## src/rtl/ram_initiator.sv

```systemverilog
// CPU-side initiator for dev_ram: turns byte/word/long/quad load/store requests
// into RAM ops, splitting quads into two big-endian long accesses.

package pkg_ram;
  localparam int RAM_ADDRW     = 16;
  localparam int RAM_LONG_SIZE = 32;
  typedef enum logic [1:0] {OP_NOP = 2'd0, OP_READ = 2'd1, OP_WRITE = 2'd2} op_t;
  typedef enum logic [1:0] {DT_BYTE = 2'd0, DT_WORD = 2'd1, DT_LONG = 2'd2} data_type_t;
endpackage

module ram_initiator #(
  parameter int RAM_ADDRW  = pkg_ram::RAM_ADDRW,
  parameter int RD_LATENCY = 1
) (
  input  logic                                clk,
  input  logic                                rst,
  input  logic                                req_valid,
  output logic                                req_ready,
  input  logic                                req_write,
  input  logic [1:0]                          req_size,
  input  logic                                req_signed,
  input  logic [RAM_ADDRW-1:0]                req_addr,
  input  logic [63:0]                         req_wdata,
  output logic                                rsp_valid,
  output logic                                rsp_err,
  output logic [63:0]                         rsp_rdata,
  output pkg_ram::op_t                        ram_op,
  output pkg_ram::data_type_t                 ram_data_type,
  output logic [RAM_ADDRW-1:0]                ram_addr,
  output logic [pkg_ram::RAM_LONG_SIZE-1:0]   ram_data_in,
  input  logic [pkg_ram::RAM_LONG_SIZE-1:0]   ram_data_out,
  output logic [2:0]                          dbg_state
);

  // Handshake: a request transfers on a rising edge where req_valid and
  // req_ready are both 1; rsp_valid is a single-cycle pulse with no back-pressure.

  typedef enum logic [2:0] {S_IDLE, S_ISSUE0, S_ISSUE1, S_WAIT, S_RESP} state_t;

  state_t                  state;
  logic                    q_write;
  logic [1:0]              q_size;
  logic                    q_signed;
  logic [RAM_ADDRW-1:0]    q_addr;
  logic [63:0]             q_wdata;
  logic [1:0]              cnt;
  logic [RD_LATENCY-1:0]   rd_pipe;
  logic [63:0]             acc;
  logic [63:0]             acc_next;
  logic [63:0]             load_ext;
  logic                    misaligned;
  pkg_ram::data_type_t     req_dt;

  assign dbg_state = state;

  always_comb begin
    misaligned = 1'b0;
    req_dt     = pkg_ram::DT_LONG;
    case (req_size)
      2'd0: req_dt = pkg_ram::DT_BYTE;
      2'd1: begin
        req_dt     = pkg_ram::DT_WORD;
        misaligned = req_addr[0];
      end
      2'd2: misaligned = (req_addr[1:0] != 2'b00);
      default: misaligned = (req_addr[2:0] != 3'b000);
    endcase
  end

  // Read data is shifted in as it arrives, so a quad ends with {high, low}.
  assign acc_next = rd_pipe[RD_LATENCY-1] ? {acc[31:0], ram_data_out} : acc;

  always_comb begin
    load_ext = acc_next;
    case (q_size)
      2'd0: load_ext = {{56{q_signed & acc_next[7]}},  acc_next[7:0]};
      2'd1: load_ext = {{48{q_signed & acc_next[15]}}, acc_next[15:0]};
      2'd2: load_ext = {{32{q_signed & acc_next[31]}}, acc_next[31:0]};
      default: load_ext = acc_next;
    endcase
  end

  always_ff @(posedge clk) begin
    if (rst) begin
      state         <= S_IDLE;
      req_ready     <= 1'b0;
      rsp_valid     <= 1'b0;
      rsp_err       <= 1'b0;
      rsp_rdata     <= '0;
      ram_op        <= pkg_ram::OP_NOP;
      ram_data_type <= pkg_ram::DT_LONG;
      ram_addr      <= '0;
      ram_data_in   <= '0;
      q_write       <= 1'b0;
      q_size        <= 2'd0;
      q_signed      <= 1'b0;
      q_addr        <= '0;
      q_wdata       <= '0;
      cnt           <= 2'd0;
      rd_pipe       <= '0;
      acc           <= '0;
    end else begin
      // Tracks which cycles carry valid ram_data_out for reads we issued.
      rd_pipe[0] <= (ram_op == pkg_ram::OP_READ);
      for (int i = 1; i < RD_LATENCY; i++) rd_pipe[i] <= rd_pipe[i-1];
      acc       <= acc_next;
      ram_op    <= pkg_ram::OP_NOP;
      rsp_valid <= 1'b0;

      case (state)
        S_IDLE: begin
          if (req_valid && req_ready) begin
            req_ready <= 1'b0;
            q_write   <= req_write;
            q_size    <= req_size;
            q_signed  <= req_signed;
            q_addr    <= req_addr;
            q_wdata   <= req_wdata;
            if (misaligned) begin
              rsp_valid <= 1'b1;
              rsp_err   <= 1'b1;
              rsp_rdata <= '0;
              state     <= S_RESP;
            end else begin
              ram_op        <= req_write ? pkg_ram::OP_WRITE : pkg_ram::OP_READ;
              ram_data_type <= req_dt;
              ram_addr      <= req_addr;
              ram_data_in   <= (req_size == 2'd3) ? req_wdata[63:32] : req_wdata[31:0];
              state         <= S_ISSUE0;
            end
          end else begin
            req_ready <= 1'b1;
          end
        end

        S_ISSUE0: begin
          if (q_size == 2'd3) begin
            ram_op      <= q_write ? pkg_ram::OP_WRITE : pkg_ram::OP_READ;
            ram_addr    <= q_addr + RAM_ADDRW'(4);
            ram_data_in <= q_wdata[31:0];
            state       <= S_ISSUE1;
          end else if (q_write) begin
            rsp_valid <= 1'b1;
            rsp_err   <= 1'b0;
            rsp_rdata <= '0;
            state     <= S_RESP;
          end else begin
            cnt   <= 2'(RD_LATENCY - 1);
            state <= S_WAIT;
          end
        end

        S_ISSUE1: begin
          if (q_write) begin
            rsp_valid <= 1'b1;
            rsp_err   <= 1'b0;
            rsp_rdata <= '0;
            state     <= S_RESP;
          end else begin
            cnt   <= 2'(RD_LATENCY - 1);
            state <= S_WAIT;
          end
        end

        S_WAIT: begin
          if (cnt == 2'd0) begin
            rsp_valid <= 1'b1;
            rsp_err   <= 1'b0;
            rsp_rdata <= load_ext;
            state     <= S_RESP;
          end else begin
            cnt <= cnt - 2'd1;
          end
        end

        S_RESP: begin
          req_ready <= 1'b1;
          state     <= S_IDLE;
        end

        default: state <= S_IDLE;
      endcase
    end
  end

endmodule

```

## config.mk

```make
export PLATFORM = sky130hd
export DESIGN_NAME = ram_initiator
export DESIGN_NICKNAME = d
export VERILOG_FILES = /design/src/rtl/ram_initiator.sv
export SDC_FILE = /design/constraint.sdc
export NUM_CORES = 1
export LEC_CHECK = 0
export CAP_MARGIN = 20
export CORE_MARGIN = 3
export CORE_UTILIZATION = 30
export DETAILED_ROUTE_END_ITERATION = 6
export SYNTH_ARGS = -nofsm -noshare
export SYNTH_HDL_FRONTEND = slang
export SYNTH_SLANG_ARGS = --single-unit
```

## constraint.sdc

```tcl
create_clock -name clk -period 5.16 [get_ports clk]
set_input_delay 0.774 -clock clk [delete_from_list [all_inputs] [get_ports clk]]
set_output_delay 0.774 -clock clk [all_outputs]
set_load 0.01 [all_outputs]
```

==> reports/summary.log <==
qor: yosys.syn-instance-count 1128
qor: cts.post_cts_resize_count 0
qor: global_route.antenna_found_initial 2
qor: worst_setup_path.endpoint_required_time_on_the_critical_path 5630 ps
qor: hold_path.hold_class flop to flop
qor: timing.max_slew.worst_pin.slew 1050 ps
qor: yosys.ys_warn_count 0
qor: cts.cts.hold.buffers_added 0
qor: global_route.grt_pass1_wl 45.5 mm
qor: layout.seqCellArea 4830 sq um
qor: layout.fill_cells 3132
qor: yosys.mappedNetlistArea 9750 sq um
qor: detailed_routing.routedWlPerCell 16.5 um
qor: floorplan.die_area 34700 sq um
qor: power.static-leakage-power 4.72 nW
qor: floorplan.rows 65
qor: timing.final_critical_path_setup_slack 2210 ps
qor: cts.numClockSinks 241
qor: cts.tritoncts built
qor: layout.layout-drive-gt1-share 0.0553
qor: cts.clock_tree.htree_level_count 1
qor: yosys.postSynthNetCount 1249
qor: detailed_routing.post_drt_via_cell_ratio 4.84
qor: worst_setup_path.worst-endpoint-arrival 3420 ps
qor: timing.finalSetupViolations 0
qor: power.p_per_area 337 nW/um^2
qor: place.place.gp.congestion 0.828
qor: place.dp.cells 1723
qor: detailed_routing.route.detailed.drc 0
qor: power.peakVddDrop 212 uV
qor: yosys.synth-async-reset-ratio 0
qor: layout.syn_to_final_growth 37.5%
qor: worst_setup_path.crit_path_start_kind flop
qor: cts.ctsRootBufferMaster sky130_fd_sc_hd__clkbuf_16
qor: floorplan.die_width 186 um
qor: global_route.global_route.overflow_total 0
qor: layout.multi_input_area 4490 sq um
qor: worst_setup_path.setup.worst_path.class flop to flop
qor: place.hpwl 19.3 mm
qor: yosys.synth_top_flop_cell sky130_fd_sc_hd__dfxtp_1
qor: yosys.synth-xor-area-share 0.00988
qor: cts.cts.repair_timing.setup_buffer_count 0
qor: detailed_routing.drt-total-wl 29.2 mm
qor: layout.nNetsFinal 1439
qor: cts.clock_latency 530 ps
qor: global_route.first_global_vias 8328
qor: floorplan.design.portCount 241
qor: timing.unrepaired_setup_endpoints_after_global_routing false
qor: worst_setup_path.critPathMaxFanout 47
qor: yosys.combinational_family_with_the_most_area_after_synthesis simple AND/OR/NAND/NOR gates
qor: timing.clock.fmax 339 MHz
qor: yosys.multiplexer_share_of_the_synthesized_area 0.0658
qor: detailed_routing.detail-route-antenna-nets 0
qor: yosys.synth_cell_type_count 56
qor: timing.min_period 2950 ps
qor: cts.ctsLongestPathBuffers 3
qor: floorplan.core_region_area 31800 sq um
qor: layout.layout_commonest_cell sky130_fd_sc_hd__dfxtp_1
qor: detailed_routing.detail_route.first_pass.iterations 5
qor: detailed_routing.route.vias.total 8575
qor: timing.clock-skew-final 9.82 ps
qor: timing.slew_headroom 0.301
qor: place.port_buffers 240
qor: timing.hold_violations_final 0
qor: yosys.synth_sequential_area_ratio 0.495
qor: worst_setup_path.worstSetupEndpointType flop
qor: floorplan.die_height 186 um
qor: layout.stdcell_count 1772
qor: layout.top_library_cells_by_usage_in_the_layout_fill_and_taps_aside 240 x sky130_fd_sc_hd__dfxtp_1, 239 x sky130_fd_sc_hd__clkdlybuf4s50_1, 237 x sky130_fd_sc_hd__nand2_1
qor: yosys.postSynthRegisterBits 241
qor: timing.final.period_utilization 0.572
qor: yosys.share_of_the_synthesized_area_in_compound_gates_ao_oa_aoi_oai 0.181
qor: cts.path_clk_slew 60 ps
qor: run_status.run_status complete, no violations
qor: yosys.yosys.area_share.simple 0.198
qor: global_route.grt_usage 0.161
qor: yosys.synth_edf_count 0
qor: yosys.arithmetic_cell_share_of_the_synthesized_area_counting_full_adders_half_adders_and_majority_gates 0.00257
qor: timing.report.final.slew_viol_count 0
qor: timing.fin_tns_setup 0 ps
qor: yosys.avg_inst_size_synth 8.64 sq um
qor: detailed_routing.drt-initial-drc-count 462
qor: place.place_worst_setup_slack 1980 ps
qor: flow_run.max-cap-violations 0
qor: floorplan.floorplan.initialDensity 0.307
qor: cts.tritoncts.num_buffers 28
qor: global_route.grt_start_max_net_pins 97
qor: layout.total_inserted_antenna_cells 0
[registers in the layout (all words and copies together) (netlist names)]
name           count
ram_data_type      2
q_wdata           32
q_addr            16
rsp_rdata         64
q_signed           1
rd_pipe            1
q_size             2
cnt                2
dbg_state          3
acc               64
ram_addr          16
req_ready          1
ram_data_in       32
ram_op             2
rsp_valid          1
rsp_err            1
q_write            1
[worst max-delay path, cell delays in order (launching register included)]
cell and delay, ps:
sky130_fd_sc_hd__dfxtp_4 560, sky130_fd_sc_hd__buf_4 680, sky130_fd_sc_hd__mux2_1 290, sky130_fd_sc_hd__a21o_1 120
sky130_fd_sc_hd__a21oi_1 70, sky130_fd_sc_hd__nor2_2 600, sky130_fd_sc_hd__buf_4 360, sky130_fd_sc_hd__a22o_1 150
[metal layers]
layer / GRT usage / share of wire / vias to the layer above
met4: 0.0390 / 0.017 / 4
met5: 0 / 0.0012 / -
li1: - / - / 4287
met3: 0.0523 / 0.085 / 45
met1: 0.221 / 0.47 / 3965
met2: 0.248 / 0.43 / 274
[synthesized netlist by cell type (8+ instances only)]
library cell	instances	area share
sky130_fd_sc_hd__nand3_1	71	0.036
sky130_fd_sc_hd__xnor2_1	9	0.0081
sky130_fd_sc_hd__a21oi_1	105	0.054
sky130_fd_sc_hd__o21ai_1	10	0.0051
sky130_fd_sc_hd__clkbuf_1	58	0.022
sky130_fd_sc_hd__a21bo_1	15	0.015
sky130_fd_sc_hd__buf_2	23	0.012
sky130_fd_sc_hd__inv_1	8	0.0031
sky130_fd_sc_hd__o21ai_0	19	0.0098
sky130_fd_sc_hd__dfxtp_1	241	0.49
sky130_fd_sc_hd__a22o_1	47	0.042
sky130_fd_sc_hd__mux2i_1	63	0.065
sky130_fd_sc_hd__a211o_1	8	0.0072
sky130_fd_sc_hd__nor2b_1	16	0.010
sky130_fd_sc_hd__nor3_1	9	0.0046
sky130_fd_sc_hd__nand2_1	237	0.091
sky130_fd_sc_hd__o211ai_1	35	0.027
sky130_fd_sc_hd__nor2_1	86	0.033
[kinds of logic (layout without fill, tap and decap cells)]
kind of cell / count (synthesis) / in the layout
AND/OR/NAND/NOR: 447 / 447
AO/OA/AOI/OAI: 261 / 261
flip-flops: 241 / 241
buffers and inverters: 102 / 311
multiplexers: 64 / 64
XOR/XNOR: 11 / 11
adder cells (fa/ha/maj): 2 / 2
[layout make-up]
cell class,count,area share
tap,435,0.0406
inverter,8,0.00224
clock buffer,43,0.0648
multi-input combinational,785,0.335
timing repair buffer,254,0.191
clock inverter,6,0.00625
sequential,241,0.360
[worst paths after layout]
kind,end,slack [ps],depth (start not counted),startpoint
worst min-delay path,rd_pipe$_SDFF_PP0_,420,1,ram_op[1]$_SDFF_PP0_
worst max register to register,rsp_rdata[52]$_SDFFE_PP0P_,2210,7,rd_pipe$_SDFF_PP0_
worst max-delay path,rsp_rdata[52]$_SDFFE_PP0P_,2210,7,rd_pipe$_SDFF_PP0_
worst min register to register,rd_pipe$_SDFF_PP0_,420,1,ram_op[1]$_SDFF_PP0_
[power breakdown]
group	leakage (nW)	switching, W	internal, W	total (W)
Sequential	1.95	0.0000539	0.00192	0.00198
Combinational	2.29	0.000290	0.000229	0.000519
Clock	0.472	0.000780	0.00125	0.00203
Total	4.72	0.00112	0.00340	0.00452
[stage by stage]
stage,util,hold slack (ps),area (sq um),power (W)
after CTS,0.422,419,13400,0.00459
after detailed placement,0.392,410,12500,0.00254
final,0.422,425,13400,0.00452
after floorplan,-,432,9750,0.00229
after global placement,0.389,407,12400,0.00253
after global routing,0.422,459,13400,0.00472
(Power assumes the default switching activity.)
